<file path="src/rtl/pnr_pkg.sv">
// pnr_pkg: shared definitions for the parallel nibble receiver.
//   NIBBLE_W      : width of one link nibble (4).
//   pnr_state_t   : assembly FSM state, IDLE = 1'b0, COLLECT = 1'b1.
//   pnr_word_w()  : word width derived from the nibble count.
package pnr_pkg;

   localparam int NIBBLE_W = 4;

   typedef logic [0:0] pnr_state_t;

   localparam pnr_state_t ST_IDLE    = 1'b0;  // count == 0
   localparam pnr_state_t ST_COLLECT = 1'b1;  // 1 <= count <= NIBBLES-1

   function automatic int pnr_word_w(input int nibbles);
      return NIBBLE_W * nibbles;
   endfunction

endpackage

</file>
<file path="src/rtl/parallel_nibble_receiver_if.sv">
// parallel_nibble_receiver_if: link-side nibble inputs and word-side
// valid/ready stream of the receiver.
//   data_in/in_valid/in_sof : nibble link (no backpressure)
//   in_par                  : even parity for data_in (PNR_PARITY_EN only)
//   out_data/out_valid      : head-of-FIFO word stream
//   out_ready               : consumer accept
// Modports: master = link source + word consumer, slave = the receiver.
// Optional macro: PNR_PARITY_EN adds in_par.
interface parallel_nibble_receiver_if #(parameter int W = 16);

   logic [3:0]   data_in;
   logic         in_valid;
   logic         in_sof;
`ifdef PNR_PARITY_EN
   logic         in_par;
`endif
   logic [W-1:0] out_data;
   logic         out_valid;
   logic         out_ready;

   modport master (
      output data_in, in_valid, in_sof,
`ifdef PNR_PARITY_EN
      output in_par,
`endif
      output out_ready,
      input  out_data, out_valid
   );

   modport slave (
      input  data_in, in_valid, in_sof,
`ifdef PNR_PARITY_EN
      input  in_par,
`endif
      input  out_ready,
      output out_data, out_valid
   );

endinterface

</file>
<file path="src/rtl/pnr_word_fifo.sv">
// pnr_word_fifo: small synchronous word FIFO.
//   clk, reset            : clock, synchronous active-high reset
//   push/push_data/full   : write side; a push while full is dropped unless
//                           a pop happens on the same edge
//   pop/head/empty        : read side; pop while empty is ignored
//   level                 : occupancy, from pointers carrying one extra bit
module pnr_word_fifo #(
   parameter int WIDTH = 16,
   parameter int DEPTH = 2
) (
   input  logic                     clk,
   input  logic                     reset,
   input  logic                     push,
   input  logic [WIDTH-1:0]         push_data,
   output logic                     full,
   input  logic                     pop,
   output logic [WIDTH-1:0]         head,
   output logic                     empty,
   output logic [$clog2(DEPTH):0]   level
);

   localparam int AW = $clog2(DEPTH);

   logic [WIDTH-1:0] mem_q [DEPTH];
   logic [WIDTH-1:0] mem_d [DEPTH];
   logic [AW:0]      wr_q, wr_d, rd_q, rd_d;
   logic             push_ok, pop_ok;

   always_comb begin
      level   = wr_q - rd_q;
      full    = (level == (AW+1)'(DEPTH));
      empty   = (level == '0);
      pop_ok  = pop && !empty;
      // A pop on the same edge frees the slot the push needs.
      push_ok = push && (!full || pop_ok);
      head    = mem_q[rd_q[AW-1:0]];

      mem_d = mem_q;
      if (push_ok) mem_d[wr_q[AW-1:0]] = push_data;
      wr_d = wr_q + (AW+1)'(push_ok);
      rd_d = rd_q + (AW+1)'(pop_ok);
   end

   // Storage is cleared too so head reads 0 straight out of reset.
   always_ff @(posedge clk) begin
      if (reset) begin
         wr_q <= '0;
         rd_q <= '0;
         for (int i = 0; i < DEPTH; i++) mem_q[i] <= '0;
      end else begin
         wr_q  <= wr_d;
         rd_q  <= rd_d;
         mem_q <= mem_d;
      end
   end

endmodule

</file>
<file path="src/rtl/parallel_nibble_receiver.sv">
// parallel_nibble_receiver: reassembles 4-bit link nibbles, LSB nibble
// first, into W = 4*NIBBLES bit words and buffers them in a DEPTH-entry FIFO
// presented on a valid/ready stream.
//   clk, reset : clock, synchronous active-high reset
//   link       : slave side of parallel_nibble_receiver_if (nibbles in,
//                words out)
//   level      : FIFO occupancy
//   overflow   : sticky, completed word dropped on a full FIFO
//   sync_err   : sticky, in_sof seen while a partial word was held
//   par_err    : sticky parity failure (PNR_PARITY_EN only)
// Optional macro: PNR_PARITY_EN adds the in_par check and par_err.
module parallel_nibble_receiver
   import pnr_pkg::*;
#(
   parameter int NIBBLES = 4,
   parameter int DEPTH   = 2
) (
   input  logic                     clk,
   input  logic                     reset,
   parallel_nibble_receiver_if.slave link,
   output logic [$clog2(DEPTH):0]   level,
   output logic                     overflow,
`ifdef PNR_PARITY_EN
   output logic                     par_err,
`endif
   output logic                     sync_err
);

   localparam int W  = pnr_word_w(NIBBLES);
   localparam int CW = $clog2(NIBBLES) + 1;

   pnr_state_t     state_q, state_d;
   logic [CW-1:0]  cnt_q, cnt_d;
   logic [W-1:0]   word_q, word_d;
   logic           overflow_q, overflow_d;
   logic           sync_err_q, sync_err_d;
   logic           push;
   logic           fifo_full, fifo_empty, pop_ok;

   assign pop_ok = link.out_ready && !fifo_empty;

   always_comb begin
      state_d    = state_q;
      cnt_d      = cnt_q;
      word_d     = word_q;
      sync_err_d = sync_err_q;
      push       = 1'b0;

      if (link.in_valid) begin
         if (state_q == ST_IDLE || link.in_sof) begin
            // Fresh word: a sof mid-word throws the partial word away.
            if (state_q == ST_COLLECT) sync_err_d = 1'b1;
            word_d              = '0;
            word_d[NIBBLE_W-1:0] = link.data_in;
            if (NIBBLES == 1) begin
               push    = 1'b1;
               state_d = ST_IDLE;
               cnt_d   = '0;
            end else begin
               state_d = ST_COLLECT;
               cnt_d   = CW'(1);
            end
         end else begin
            for (int i = 1; i < NIBBLES; i++)
               if (cnt_q == CW'(i)) word_d[i*NIBBLE_W +: NIBBLE_W] = link.data_in;
            if (cnt_q == CW'(NIBBLES-1)) begin
               push    = 1'b1;
               state_d = ST_IDLE;
               cnt_d   = '0;
            end else begin
               cnt_d   = cnt_q + CW'(1);
            end
         end
      end

      overflow_d = overflow_q | (push && fifo_full && !pop_ok);
   end

   always_ff @(posedge clk) begin
      if (reset) begin
         state_q    <= ST_IDLE;
         cnt_q      <= '0;
         word_q     <= '0;
         overflow_q <= 1'b0;
         sync_err_q <= 1'b0;
      end else begin
         state_q    <= state_d;
         cnt_q      <= cnt_d;
         word_q     <= word_d;
         overflow_q <= overflow_d;
         sync_err_q <= sync_err_d;
      end
   end

`ifdef PNR_PARITY_EN
   logic par_err_q, par_err_d;

   // Even parity across nibble + parity bit; the nibble is kept regardless.
   always_comb par_err_d = par_err_q | (link.in_valid && ^{link.data_in, link.in_par});

   always_ff @(posedge clk) begin
      if (reset) par_err_q <= 1'b0;
      else       par_err_q <= par_err_d;
   end

   assign par_err = par_err_q;
`endif

   // The word is pushed on the edge that captures its last nibble.
   pnr_word_fifo #(.WIDTH(W), .DEPTH(DEPTH)) u_fifo (
      .clk       (clk),
      .reset     (reset),
      .push      (push),
      .push_data (word_d),
      .full      (fifo_full),
      .pop       (link.out_ready),
      .head      (link.out_data),
      .empty     (fifo_empty),
      .level     (level)
   );

   assign link.out_valid = !fifo_empty;
   assign overflow       = overflow_q;
   assign sync_err       = sync_err_q;

endmodule

</file>
<file path="src/flat_wrapper.sv">
// flat-port wrapper written by rule: the top's interface ports become plain ports
module parallel_nibble_receiver_flat import pnr_pkg::*;
#(
   parameter int NIBBLES = 4,
   parameter int DEPTH   = 2
)
  (clk, reset, level, overflow, sync_err, link_data_in, link_in_valid, link_in_sof, link_out_ready, link_out_data, link_out_valid);
  parallel_nibble_receiver_if #(.W(16)) link_i ();
  input  logic clk;
  input  logic reset;
  output logic [$clog2(DEPTH):0] level;
  output logic overflow;
  output logic sync_err;
  input wire logic [$bits(link_i.data_in)-1:0] link_data_in;
  input wire logic [$bits(link_i.in_valid)-1:0] link_in_valid;
  input wire logic [$bits(link_i.in_sof)-1:0] link_in_sof;
  input wire logic [$bits(link_i.out_ready)-1:0] link_out_ready;
  output wire logic [$bits(link_i.out_data)-1:0] link_out_data;
  output wire logic [$bits(link_i.out_valid)-1:0] link_out_valid;
  assign link_i.data_in = link_data_in;
  assign link_i.in_valid = link_in_valid;
  assign link_i.in_sof = link_in_sof;
  assign link_i.out_ready = link_out_ready;
  assign link_out_data = link_i.out_data;
  assign link_out_valid = link_i.out_valid;
  parallel_nibble_receiver #(.NIBBLES(NIBBLES), .DEPTH(DEPTH)) u_core (.clk(clk), .reset(reset), .link(link_i), .level(level), .overflow(overflow), .sync_err(sync_err));
endmodule
</file>
<file path="config.mk">
export PLATFORM = sky130hd
export DESIGN_NAME = parallel_nibble_receiver_flat
export DESIGN_NICKNAME = d
export VERILOG_FILES = /design/src/rtl/pnr_pkg.sv /design/src/rtl/parallel_nibble_receiver_if.sv /design/src/rtl/pnr_word_fifo.sv /design/src/rtl/parallel_nibble_receiver.sv /design/src/flat_wrapper.sv
export SDC_FILE = /design/constraint.sdc
export NUM_CORES = 1
export LEC_CHECK = 0
export BUFFER_PORTS_ARGS = -buffer_cell sky130_fd_sc_hd__buf_2
export CAP_MARGIN = 20
export CORE_MARGIN = 2
export CORE_UTILIZATION = 40
export DETAILED_ROUTE_END_ITERATION = 8
export GPL_TIMING_DRIVEN = 1
export MAX_ROUTING_LAYER = met4
export REMOVE_ABC_BUFFERS = 1
export SETUP_SLACK_MARGIN = 0.2
export SLEW_MARGIN = 20
export SYNTH_ARGS = -nofsm -noshare
export SYNTH_HDL_FRONTEND = slang
export SYNTH_HIERARCHICAL = 1
export SYNTH_SLANG_ARGS = --single-unit
</file>
<file path="constraint.sdc">
create_clock -name clk -period 2.2 [get_ports clk]
set_input_delay 0.22 -clock clk [delete_from_list [all_inputs] [get_ports clk]]
set_output_delay 0.22 -clock clk [all_outputs]
set_load 0.02 [all_outputs]
</file>
# Word-level counts from Yosys, hierarchy flattened
# Cells that the tools add are included.
# W data, S select, Z words.
[op_classes]
eq_ne = 4
add_sub_neg = 4
order_cmp = 3
n_bitwise = 4
mux = 19
n_reduce_logical = 14
[op_table]
columns = ["cell", "n"]
rows = [
  ["$mux W16", 5],
  ["$bwmux W32", 1],
  ["$demux W16 S1", 1],
  ["$mux W4", 4],
  ["$mux W12", 1],
  ["$eq A3 B2 Y1 const B", 2],
  ["$mux W3", 2],
  ["$logic_and A1 B1 Y1", 5],
  ["$mux W1", 5],
  ["$add A2 B1 Y2", 2],
  ["$ge A2 B2 Y1 const B", 2],
  ["$not A1 Y2", 2],
  ["$add A3 B1 Y3 const B", 1],
  ["$eq A3 B1 Y1 const B", 1],
  ["$logic_not A1 Y1", 3],
  ["$reduce_and A3 Y1", 1],
  ["$eq A2 B2 Y1 const B", 1],
  ["$logic_not A2 Y1", 1],
  ["$logic_or A1 B1 Y1", 2],
  ["$lt A2 B1 Y1 const B", 1],
  ["$reduce_and A2 Y1", 1],
  ["$reduce_bool A2 Y1", 1],
  ["$sub A2 B2 Y2", 1],
  ["$not A1 Y1", 1],
  ["$or A1 B1 Y1", 1],
]
[totals]
output_inout_bits = 21
reg_bits = 58

# Depth between registers and ports, before layout
# Gate-level depths: netlist of the first run.
[logic_depth]
ltp_word = 7
ltp_mapped = 10

# Cells and area by module
# Netlist of the first run, hierarchy kept.
[modules_own_cells]
columns = ["mod", "cells_per_inst", "area_each_um2", "instances", "seq_area_each_um2"]
rows = [
  ["pnr_word_fifo", 144, 1626.6, 1, 720.7],
  ["parallel_nibble_receiver", 118, 1012.2, 1, 440.4],
]

# Worst setup path after synthesis of the first run
# No wires, ideal clock.
[synth_timing]
path_kind = "register -> register"
from = "reg u_core.u_fifo.wr_q[0]"
to = "reg u_core.u_fifo.wr_q[1]"
t_arrival_ns = 1.746
required_ns = 2.084
setup_slack_ns = 0.338
synth_period_minus_slack_ns = 1.862
stages_incl_launch_ff = 10
path_cell_list = "dfxtp_1 > inv_1 > ha_1 > inv_1 > o31a_1 > ha_1 > buf_6 > buf_8 > xnor2_1 > nor2_1"
[synth_between]
elab_chain_len = 7
elab_cells_between_ends = 9
cone_classes = "2 x add/sub; 1 x eq/ne; 6 x reduce/logical"
[synth_lines]
columns = ["element", "line", "rtl"]
rows = [
  ["start: declaration", "pnr_word_fifo.sv:26", "logic [AW:0] wr_q, wr_d, rd_q, rd_d;"],
  ["start signal: assignment", "pnr_word_fifo.sv:51", "wr_q <= wr_d;"],
  ["$sub A2 B2 Y2 *", "pnr_word_fifo.sv:30", "level = wr_q - rd_q;"],
  ["via level[0]", "flat_wrapper.sv:11", "output logic [$clog2(DEPTH):0] level;"],
  ["$logic_not A2 Y1", "pnr_word_fifo.sv:32", "empty = (level == '0);"],
  ["$logic_not A1 Y1", "pnr_word_fifo.sv:33", "pop_ok = pop && !empty;"],
  ["$logic_and A1 B1 Y1", "pnr_word_fifo.sv:33", ""],
  ["$logic_or A1 B1 Y1 *", "pnr_word_fifo.sv:35", "push_ok = push && (!full || pop_ok);"],
  ["$logic_and A1 B1 Y1 *", "pnr_word_fifo.sv:35", ""],
  ["$add A2 B1 Y2 *", "pnr_word_fifo.sv:40", "wr_d = wr_q + (AW+1)'(push_ok);"],
]
# Mark *: on every way through the listed nets, which the timed path passes. The rest lies on a longest branch.
# A chain may end at the register's enable or synchronous reset.

# Worst setup path after layout of the first run
[layout_timing]
from = "reg u_core.cnt_q[0]"
to = "reg u_core/u_fifo/mem_q[29] (netlist name)"
[layout_between]
elab_chain_len = 5
elab_cells_between_ends = 9
cone_classes = "1 x eq/ne; 7 x mux; 1 x reduce/logical"
[layout_lines]
columns = ["element", "line", "rtl"]
rows = [
  ["start: declaration", "parallel_nibble_receiver.sv:33", "logic [CW-1:0] cnt_q, cnt_d;"],
  ["start signal: assignment", "parallel_nibble_receiver.sv:88", "cnt_q <= cnt_d;"],
  ["$eq A3 B2 Y1", "parallel_nibble_receiver.sv:66", "if (cnt_q == CW'(NIBBLES-1)) begin"],
  ["$mux W1", "parallel_nibble_receiver.sv:66", ""],
  ["$mux W1", "parallel_nibble_receiver.sv:50", "if (state_q == ST_IDLE || link.in_sof) begin"],
  ["$mux W1", "parallel_nibble_receiver.sv:49", "if (link.in_valid) begin"],
  ["via u_core.push", "parallel_nibble_receiver.sv:37", "logic push;"],
  ["$logic_and A1 B1 Y1", "pnr_word_fifo.sv:35", ""],
  ["end signal: assignment", "pnr_word_fifo.sv:53", "mem_q <= mem_d;"],
  ["end: declaration", "pnr_word_fifo.sv:24", "logic [WIDTH-1:0] mem_q [DEPTH];"],
]
# The timed path passes the listed nets, and every way through them passes these cells.

==> impl_metrics.toml, run 1 <==
[pwr]
switching_share = 0.228
seqPwrFrac = 0.532
pwr-share-comb = 0.047
power_density_nw_per_um2 = 655
p_leak_nw = 1.30
netSwitchingPower_w = 0.000457
irDropWorstVdd_uv = 367
intPower_w = 0.00155
clockPowerShare = 0.421
power_w = 0.00200

[routing]
wl_um = 5190
route.vias.total = 1853
viasPerCell = 4.90
drcViolationCount = 0
drtIter0Drc = 72
avgRoutedWirePerCell_um = 13.7
ant_nets = 0
first_pass_iters = 4

[logic_synthesis]
synth_area_um2 = 2640
synth_compound_area_frac = 0.0725
yosysUniqueCellTypes = 35
synth-xor-area-share = 0.0161
synth_top_family_by_area = "multiplexers"
yosys_warnings = 6
syn_area_per_cell_um2 = 10.1
ys_ff_latch = 58
muxShareOfSynthArea = 0.234
syn_inst = 262
synth_adder_area_share = 0.0332
synth-simple-area-share = 0.135
ys_seq_area_frac = 0.440

[clocking]
hold_buffers = 0
cts_root_buf = "clkbuf_8"
numClockSinks = 58
cts_max_level = 3
cts_tree = "built"
cts-buffers-inserted = 9
worstSkewPairLatency_ns = 0.33
clkTransAtPathRegs_ns = 0.06
clockBufferDepth = 2

[floorplan]
row_count = 29
start_util = 0.416
die-area_um2 = 7260
pin_count = 30
die_h_um = 85.2
core_um2 = 6350
chipWidth_um = 85.2

[place]
dp_slack_ns = 0.284
dpl.hpwl_um = 3460
gp_congestion = 0.761
dpl.cell_count = 360
portBuffers = 29

[global_route]
gr-usage-all-layers = 0.156
overflow = 0
top_usage_layer = "met2"
grt_pass1_vias = 1805
grt_max_degree = 27
use_met2 = 0.224
gr-usage-met1 = 0.195
grt_pass1_wl_um = 8410
antenna_found_initial = 0
grt.met3_usage = 0.0681

[worst_setup_path]
crit_arrival_ns = 2.11
r2r_start = "u_core/cnt_q[0]"
start_kind = "flip-flop"
crit_type = "reg -> reg"
cp-end-kind = "flip-flop"
crit_path_max_fanout = 6
critPathLaunch = "u_core/cnt_q[0]"
cp_data_required_time_ns = 2.42

[cells_and_area]
area_delta_synth_final_pct = 15.9
layout-drive-gt1-share = 0.266
layoutNonFillerInstCount = 378
final_nets = 313
fin_util = 0.482
n_antenna_cell = 0

[timing]
fmax_ghz = 0.529
period_minus_slack_ns = 1.89
fin_hold_ws_ns = 0.170
rsz0062_at_grt = "yes"
slew_violations = 0
relSlewSlack = 0.620
worst_slew_pin_slew_ns = 0.568
skew_ns = 0.00545
timing.final.crit_share = 0.860
fin_ws_ns = 0.309
final-setup-viol-count = 0
final_hold_viol_count = 0

[outcome]
status = "finished, final reports clean"

[worst_hold_path]
worstHoldStart = "link_in_sof"
hold_class = "in -> reg"

[run]
maxCapViolations = 0
synth_stat cells:
cell type | n | share of area
nand2_1 | 6 | 0.0085
mux2_4 | 10 | 0.057
buf_2 | 6 | 0.011
nand3b_1 | 2 | 0.0057
buf_12 | 1 | 0.0076
o31ai_1 | 1 | 0.0028
inv_2 | 2 | 0.0028
nor3_1 | 1 | 0.0019
xnor2_1 | 3 | 0.010
clkbuf_1 | 2 | 0.0028
mux2_2 | 6 | 0.026
o32ai_1 | 4 | 0.013
nand3_1 | 4 | 0.0076
xnor2_2 | 1 | 0.0062
buf_6 | 4 | 0.017
nand2b_1 | 7 | 0.017
nor2b_1 | 2 | 0.0047
o31a_1 | 1 | 0.0033
o21ai_0 | 6 | 0.011
nor2_1 | 55 | 0.078
a211oi_1 | 3 | 0.0085
a31oi_1 | 1 | 0.0024
and2_1 | 1 | 0.0024
a22o_1 | 4 | 0.013
a21o_2 | 1 | 0.0033
inv_1 | 11 | 0.016
mux2i_1 | 40 | 0.15
and2b_2 | 1 | 0.0033
and3b_1 | 1 | 0.0033
buf_8 | 2 | 0.011
dfxtp_1 | 58 | 0.44
or4_1 | 1 | 0.0028
a21oi_1 | 6 | 0.011
ha_1 | 7 | 0.033
a21boi_0 | 1 | 0.0028
state kept, by name (all words and copies together) (netlist names):
signal,flops
u_core/sync_err,1
u_core/state_q,1
u_core/u_fifo/mem_q,32
u_core/overflow,1
u_core/cnt_q,3
u_core/u_fifo/rd_q,2
u_core/u_fifo/wr_q,2
u_core/word_q,16
path summary, 6_finish.rpt:
path	end	depth (start not counted)	slack [ns]
worst min-delay path	u_core/sync_err	3	0.17
worst min register to register	u_core/overflow	2	0.46
worst max-delay path	u_core/u_fifo/mem_q[29]	9	0.31
worst max register to register	u_core/u_fifo/mem_q[29]	9	0.31
final cells by class:
type,count,area [um2]
multi-input combinational,176,1320
inverter,13,48.8
fill,624,3290
clock buffer,12,155
tap,77,96.3
sequential,58,1160
clock inverter,3,15.0
timing repair buffer,39,262
worst max-delay path: stages, from the launching register on:
cell     delay [ns]
dfxtp_1        0.36
ha_2           0.21
and3b_1        0.15
nand2_1        0.08
inv_2          0.10
o31a_1         0.21
ha_2           0.23
buf_6          0.16
mux2i_1        0.22
nor2_1         0.06
kinds of logic after synthesis:
family | after synthesis
buf+inv | 28
fa+ha+maj | 7
xor+xnor | 4
simple gates | 81
compound gates | 28
flops | 58
mux | 56
cells in the final DEF (no fill, tap or decap), types with 2 or more instances in the layout:
| cell type | n |
|---|---|
| buf_2 | 29 |
| mux2_4 | 10 |
| clkbuf_8 | 11 |
| xnor2_1 | 3 |
| nand2_1 | 6 |
| a211oi_1 | 3 |
| mux2i_1 | 39 |
| dfxtp_1 | 56 |
| a21oi_1 | 6 |
| o21ai_0 | 6 |
| nor2b_1 | 2 |
| a22o_1 | 4 |
| ha_2 | 2 |
| inv_1 | 11 |
| buf_4 | 6 |
| mux2_2 | 6 |
| o32ai_1 | 4 |
| inv_2 | 2 |
| ha_1 | 4 |
| nor2_1 | 55 |
| clkinv_2 | 3 |
| nand2b_1 | 7 |
| nand3_1 | 4 |
| nand3b_1 | 2 |
| dfxtp_2 | 2 |
metal layers:
metal | up-vias | share of wire | wire (um)
li1 | 956 | - | -
met1 | 856 | 0.51 | 2650
met2 | 34 | 0.43 | 2240
met3 | 7 | 0.045 | 233
met4 | 0 | 0.012 | 63
met5 | - | 0 | 0
through the flow:
step | area (um2) | TNS (ns)
floorplan | 2510 | -12.86
global placement | 2810 | 0
detailed placement | 2810 | 0
CTS | 2980 | 0
global route | 3060 | 0
finish | 3060 | 0
power groups by stage:
| stage | registers (W) | clock network [W] | logic (W) |
|---|---|---|---|
| 2_1_floorplan | 0.00109 | 0 | 0.0000450 |
| 3_3_place_gp | 0.00109 | 0 | 0.0000937 |
| 3_5_place_dp | 0.00109 | 0 | 0.0000932 |
| 4_1_cts | 0.00106 | 0.000876 | 0.0000938 |
| 5_1_grt | 0.00107 | 0.000921 | 0.000104 |
| 6_report | 0.00107 | 0.000844 | 0.0000939 |
what timing repair did:
action / CTS / global route
setup endpoints to repair: 0 / 33
endpoints found under the hold margin: 0 / 0
buffers inserted: 0 / 2
resized for setup: 0 / 10
Power figures use the tool's default switching activity.
==> inputs of run 2 (changes only) <==
--- a/config.mk
+++ b/config.mk
@@ -12,7 +12,6 @@
 export DETAILED_ROUTE_END_ITERATION = 8
 export GPL_TIMING_DRIVEN = 1
 export MAX_ROUTING_LAYER = met4
-export REMOVE_ABC_BUFFERS = 1
 export SETUP_SLACK_MARGIN = 0.2
 export SLEW_MARGIN = 20
 export SYNTH_ARGS = -nofsm -noshare
==> run 2 against run 1 <==
Net effect: critical path depth unchanged; core utilization grew 0.69 points; sequential power is essentially flat; sequential share of layout area fell by 0.50 points; clock skew up 0.0035 ns; cell count rose by 0.79%; wire length up 4.2%; largest power group is now the clock network; highest routed layer unchanged.
==> impl_metrics.toml, run 2 (synthesized netlist as in run 1, its figures left out) <==
[floorplan]
die_h_um = 85.2
core_um2 = 6350
chipWidth_um = 85.2
die-area_um2 = 7260
pin_count = 30
start_util = 0.416
row_count = 29

[cells_and_area]
reg.largest.list = "u_core/u_fifo/mem_q (32), u_core/word_q (16), u_core/cnt_q (3)"
area_delta_synth_final_pct = 17.5
final_nets = 315
regMostFlops = "u_core/u_fifo/mem_q"
n_antenna_cell = 0
layoutNonFillerInstCount = 381
layout-drive-gt1-share = 0.276
finalInstanceArea_um2 = 3100
largest_register_ffs = 32
layout_common_cells = "nor2_1 (55), dfxtp_1 (55), mux2i_1 (40)"

[global_route]
antenna_found_initial = 0
overflow = 0
grt_max_degree = 30
gr-usage-all-layers = 0.160
grt_pass1_vias = 1709
grt_pass1_wl_um = 8600

[pwr]
power_density_nw_per_um2 = 725
irDropWorstVdd_uv = 299
clockPowerShare = 0.484
switching_share = 0.220
power_w = 0.00225
p_leak_nw = 1.32
seqPwrFrac = 0.474
intPower_w = 0.00175
netSwitchingPower_w = 0.000495
pwr-share-comb = 0.042

[worst_setup_path]
worstPathCellList = "ha_2, and3b_1, nand2_2, inv_2, o31a_1, ha_4, clkbuf_4, mux2i_1, nor2_1"
cpPeakStageDelay_ns = 0.35
cpMaxStageDelayCell = "dfxtp_2"
cp_data_required_time_ns = 2.42
crit_family = "adder cells"
cp-end-kind = "flip-flop"
crit_type = "reg -> reg"
cp_num_buf_inv = 2
crit_path_max_fanout = 6
crit_arrival_ns = 2.17
start_kind = "flip-flop"

[routing]
wl_um = 5400
drtIter0Drc = 62
route.vias.total = 1872
ant_nets = 0
first_pass_iters = 4
drcViolationCount = 0
avgRoutedWirePerCell_um = 14.2
viasPerCell = 4.91

[timing]
timing.final.crit_share = 0.884
slew_violations = 0
period_minus_slack_ns = 1.94
worst_slew_pin_slew_ns = 0.542
final_hold_viol_count = 0
skew_ns = 0.00894
fin_setup_tns_ns = 0
fmax_ghz = 0.514
relSlewSlack = 0.635
rsz0062_at_grt = "yes"
final-setup-viol-count = 0
fin_hold_ws_ns = 0.158

[clocking]
clockBufferDepth = 2
clkTransAtPathRegs_ns = 0.07
cts_tree = "built"
numClockSinks = 58
cts-buffers-inserted = 9
cts_max_level = 3
cts_root_buf = "clkbuf_8"
hold_buffers = 0
worstSkewPairLatency_ns = 0.34

[place]
gp_congestion = 0.791
portBuffers = 29
dpl.cell_count = 359
dpl.hpwl_um = 3690
dpl-instance-area_um2 = 2790

[outcome]
status = "finished, final reports clean"

[run]
maxCapViolations = 0

[logic_synthesis]
synth_fp_nets = 278

[worst_hold_path]
hold_class = "in -> reg"
==> run 2: power groups by stage <==
stage               clock, W  sequential [W]  combinational, W
floorplan                  0         0.00109         0.0000637
global placement           0         0.00109         0.0000942
detailed placement         0         0.00109         0.0000938
CTS                  0.00111         0.00106         0.0000942
global route         0.00116         0.00107          0.000106
finish               0.00109         0.00106         0.0000938
==> run 2: per-stage QoR <==
stage               setup slack [ns]  utilization
floorplan                      0.338            -
global placement               0.257        0.440
detailed placement             0.172        0.440
CTS                            0.197        0.475
global route                   0.143        0.488
finish                         0.255        0.488
==> run 2: routing by layer <==
metal	vias to the layer above	wire length, um	track usage
met5	-	0	-
li1	960	-	-
met3	10	202	0.0379
met4	0	109	0.0952
met1	868	2830	0.224
met2	34	2270	0.208
==> run 2: worst register-to-register path: stages (launching register included) <==
cell	delay, ns
dfxtp_2	0.35
ha_2	0.20
and3b_1	0.17
nand2_2	0.10
inv_2	0.11
o31a_1	0.25
ha_4	0.18
clkbuf_4	0.18
mux2i_1	0.22
nor2_1	0.07
==> run 2: final timing paths <==
path	from	to	slack [ns]	cells past startpoint
setup / recovery	u_core/cnt_q[1]	u_core/u_fifo/mem_q[25]	0.26	9
hold / removal	link_in_sof	u_core/sync_err	0.16	3
setup reg to reg	u_core/cnt_q[1]	u_core/u_fifo/mem_q[25]	0.26	9
hold reg to reg	u_core/cnt_q[2]	u_core/cnt_q[2]	0.48	2
==> run 2: what timing repair did <==
action	CTS	global route
gates cloned	0	2
endpoints found under the setup margin	22	33
buffers inserted	0	4
gates resized for setup	2	13
pin swaps	0	1
==> run 2: area by class of cell <==
cell class / count / area (um2)
Sequential cell: 58 / 1160
Clock inverter: 5 / 77.6
Tap cell: 77 / 96.3
Fill cell: 614 / 3250
Multi-Input combinational cell: 176 / 1330
Timing Repair Buffer: 41 / 246
Clock buffer: 11 / 141
Inverter: 13 / 48.8
==> inputs of run 3 (changes only) <==
--- a/config.mk
+++ b/config.mk
@@ -7,6 +7,7 @@
 export LEC_CHECK = 0
 export BUFFER_PORTS_ARGS = -buffer_cell sky130_fd_sc_hd__buf_2
 export CAP_MARGIN = 20
+export CORE_ASPECT_RATIO = 1.5
 export CORE_MARGIN = 2
 export CORE_UTILIZATION = 40
 export DETAILED_ROUTE_END_ITERATION = 8
==> constraint.sdc (replaced) <==
create_clock -name clk -period 2.32 [get_ports clk]
set_input_delay 0.232 -clock clk [delete_from_list [all_inputs] [get_ports clk]]
set_output_delay 0.232 -clock clk [all_outputs]
set_load 0.02 [all_outputs]
==> run 3 against run 2 <==
Net effect: sequential cell count stayed put; wire length fell by 0.67%; combinational power decreased by 2.9%; register-to-register slack gained 0.12 ns; sequential share of layout area up 0.20 points; clock skew grew 0.00089 ns; non-clock buffer count down 3; cell count is 1.0% lower; maximum frequency hardly changed; count of clock-buffer cells in the layout down 2; sequential power shrank 5%; largest power group unchanged.
==> impl_metrics.toml, run 3 (synthesized netlist as in run 1, its figures left out) <==
[floorplan]
pin_count = 30
die_h_um = 103
core_um2 = 6440
die-area_um2 = 7280
row_count = 36
start_util = 0.410
chipWidth_um = 70.3

[timing]
fin_hold_ws_ns = 0.166
rsz0062_at_grt = "no"
final_hold_viol_count = 0
relSlewSlack = 0.519
slew_violations = 0
final-setup-viol-count = 0
timing.final.crit_share = 0.839
period_minus_slack_ns = 1.95
fin_ws_ns = 0.373
fmax_ghz = 0.514
fin_setup_tns_ns = 0
skew_ns = 0.00983
worst_slew_pin_slew_ns = 0.722

[global_route]
grt.met3_usage = 0.0465
grt_pass1_wl_um = 8890
antenna_found_initial = 0
use_met2 = 0.258
top_usage_layer = "met2"
gr-usage-all-layers = 0.164
overflow = 0
gr-usage-met1 = 0.195
grt_max_degree = 41
grt_pass1_vias = 1807

[cells_and_area]
fill_cells = 630
layout_commonest_cell = "dfxtp_1"
n_antenna_cell = 0
final_nets = 312
layout-drive-gt1-share = 0.256
area_delta_synth_final_pct = 16.5
layout_common_cells = "dfxtp_1 (58), nor2_1 (55), mux2i_1 (40)"
regMostFlops = "u_core/u_fifo/mem_q"
layoutNonFillerInstCount = 377
reg.largest.list = "u_core/u_fifo/mem_q (32), u_core/word_q (16), u_core/cnt_q (3)"
largest_register_ffs = 32

[worst_setup_path]
start_kind = "flip-flop"
crit_type = "reg -> reg"
r2r_start = "u_core/cnt_q[1]"
crit_path_max_fanout = 6
crit_arrival_ns = 2.15
cp-end-kind = "flip-flop"
cp_data_required_time_ns = 2.52
reg2reg_depth = 9
r2r_slack_ns = 0.37
reg2reg_to = "u_core/u_fifo/mem_q[16]"

[worst_hold_path]
hold_end = "u_core/sync_err"
hold_depth = 3
hold_class = "in -> reg"
worstHoldStart = "link_in_sof"

[clocking]
cts-buffers-inserted = 9
clockBufferDepth = 2
numClockSinks = 58
cts_tree = "built"
cts_max_level = 3
worstSkewPairLatency_ns = 0.34
cts_root_buf = "clkbuf_8"
hold_buffers = 0
clkTransAtPathRegs_ns = 0.07

[place]
portBuffers = 29
gp_congestion = 0.848
dpl.cell_count = 359
dpl.hpwl_um = 3780
dp_slack_ns = 0.259

[routing]
route.vias.total = 1906
drcViolationCount = 0
ant_nets = 0
drtIter0Drc = 87
wl_um = 5370
first_pass_iters = 4
viasPerCell = 5.06
avgRoutedWirePerCell_um = 14.2

[run]
maxCapViolations = 0

[pwr]
p_leak_nw = 1.32
power_density_nw_per_um2 = 734
power_w = 0.00226
irDropWorstVdd_uv = 457

[outcome]
status = "finished, final reports clean"

[logic_synthesis]
synth_fp_nets = 278
-- run 3: worst max-delay path, cell delays in order, from the launching register on --
cell     delay [ns]
dfxtp_1        0.39
ha_2           0.22
and3b_1        0.18
nand2_2        0.11
inv_2          0.10
o31a_1         0.17
ha_1           0.19
buf_4          0.18
mux2i_1        0.22
nor2_1         0.06
-- run 3: per-stage QoR --
step	util	instance area, um2
final	0.477	3080
after global routing	0.477	3080
after CTS	0.473	3050
after detailed placement	0.435	2800
after global placement	0.435	2800
after floorplan	-	2640
-- run 3: cell type report --
| class | instances | area [um2] | share of cell area |
|---|---|---|---|
| timing repair buffer | 38 | 220 | 0.0716 |
| sequential | 58 | 1160 | 0.378 |
| tap | 76 | 95.1 | 0.0309 |
| clock buffer | 9 | 124 | 0.0403 |
| clock inverter | 7 | 125 | 0.0407 |
| multi-input combinational | 176 | 1300 | 0.423 |
| inverter | 13 | 48.8 | 0.0159 |
-- run 3: timing repair --
action / in CTS / in global routing
endpoints found under the setup margin: 0 / 32
resized for setup: 0 / 4
buffers inserted: 0 / 2
-- run 3: how the worst max path moves through the flow --
stage	startpoint	end	cells after the start	slack [ns]
5_1_grt	u_core/cnt_q[1]	u_core/u_fifo/mem_q[13]	9	0.23
3_3_place_gp	u_core/cnt_q[1]	u_core/u_fifo/mem_q[6]	9	0.37
2_1_floorplan	u_core/u_fifo/wr_q[0]	u_core/u_fifo/wr_q[1]	9	0.46
3_5_place_dp	u_core/cnt_q[1]	u_core/u_fifo/mem_q[29]	9	0.26
4_1_cts	u_core/cnt_q[1]	u_core/u_fifo/mem_q[29]	9	0.24
6_report	u_core/cnt_q[1]	u_core/u_fifo/mem_q[16]	9	0.37
-- run 3: power by group --
part,internal [W],switching [W],leakage (nW)
logic,0.0000271,0.0000639,0.728
registers,0.00100,0.00000416,0.469
clock network,0.000724,0.000434,0.124
total,0.00176,0.000502,1.32
-- run 3: metal layers --
metal | up-vias | part of all wire
li1 | 959 | -
met1 | 903 | 0.48
met2 | 38 | 0.46
met3 | 6 | 0.035
met4 | 0 | 0.020
met5 | - | 0
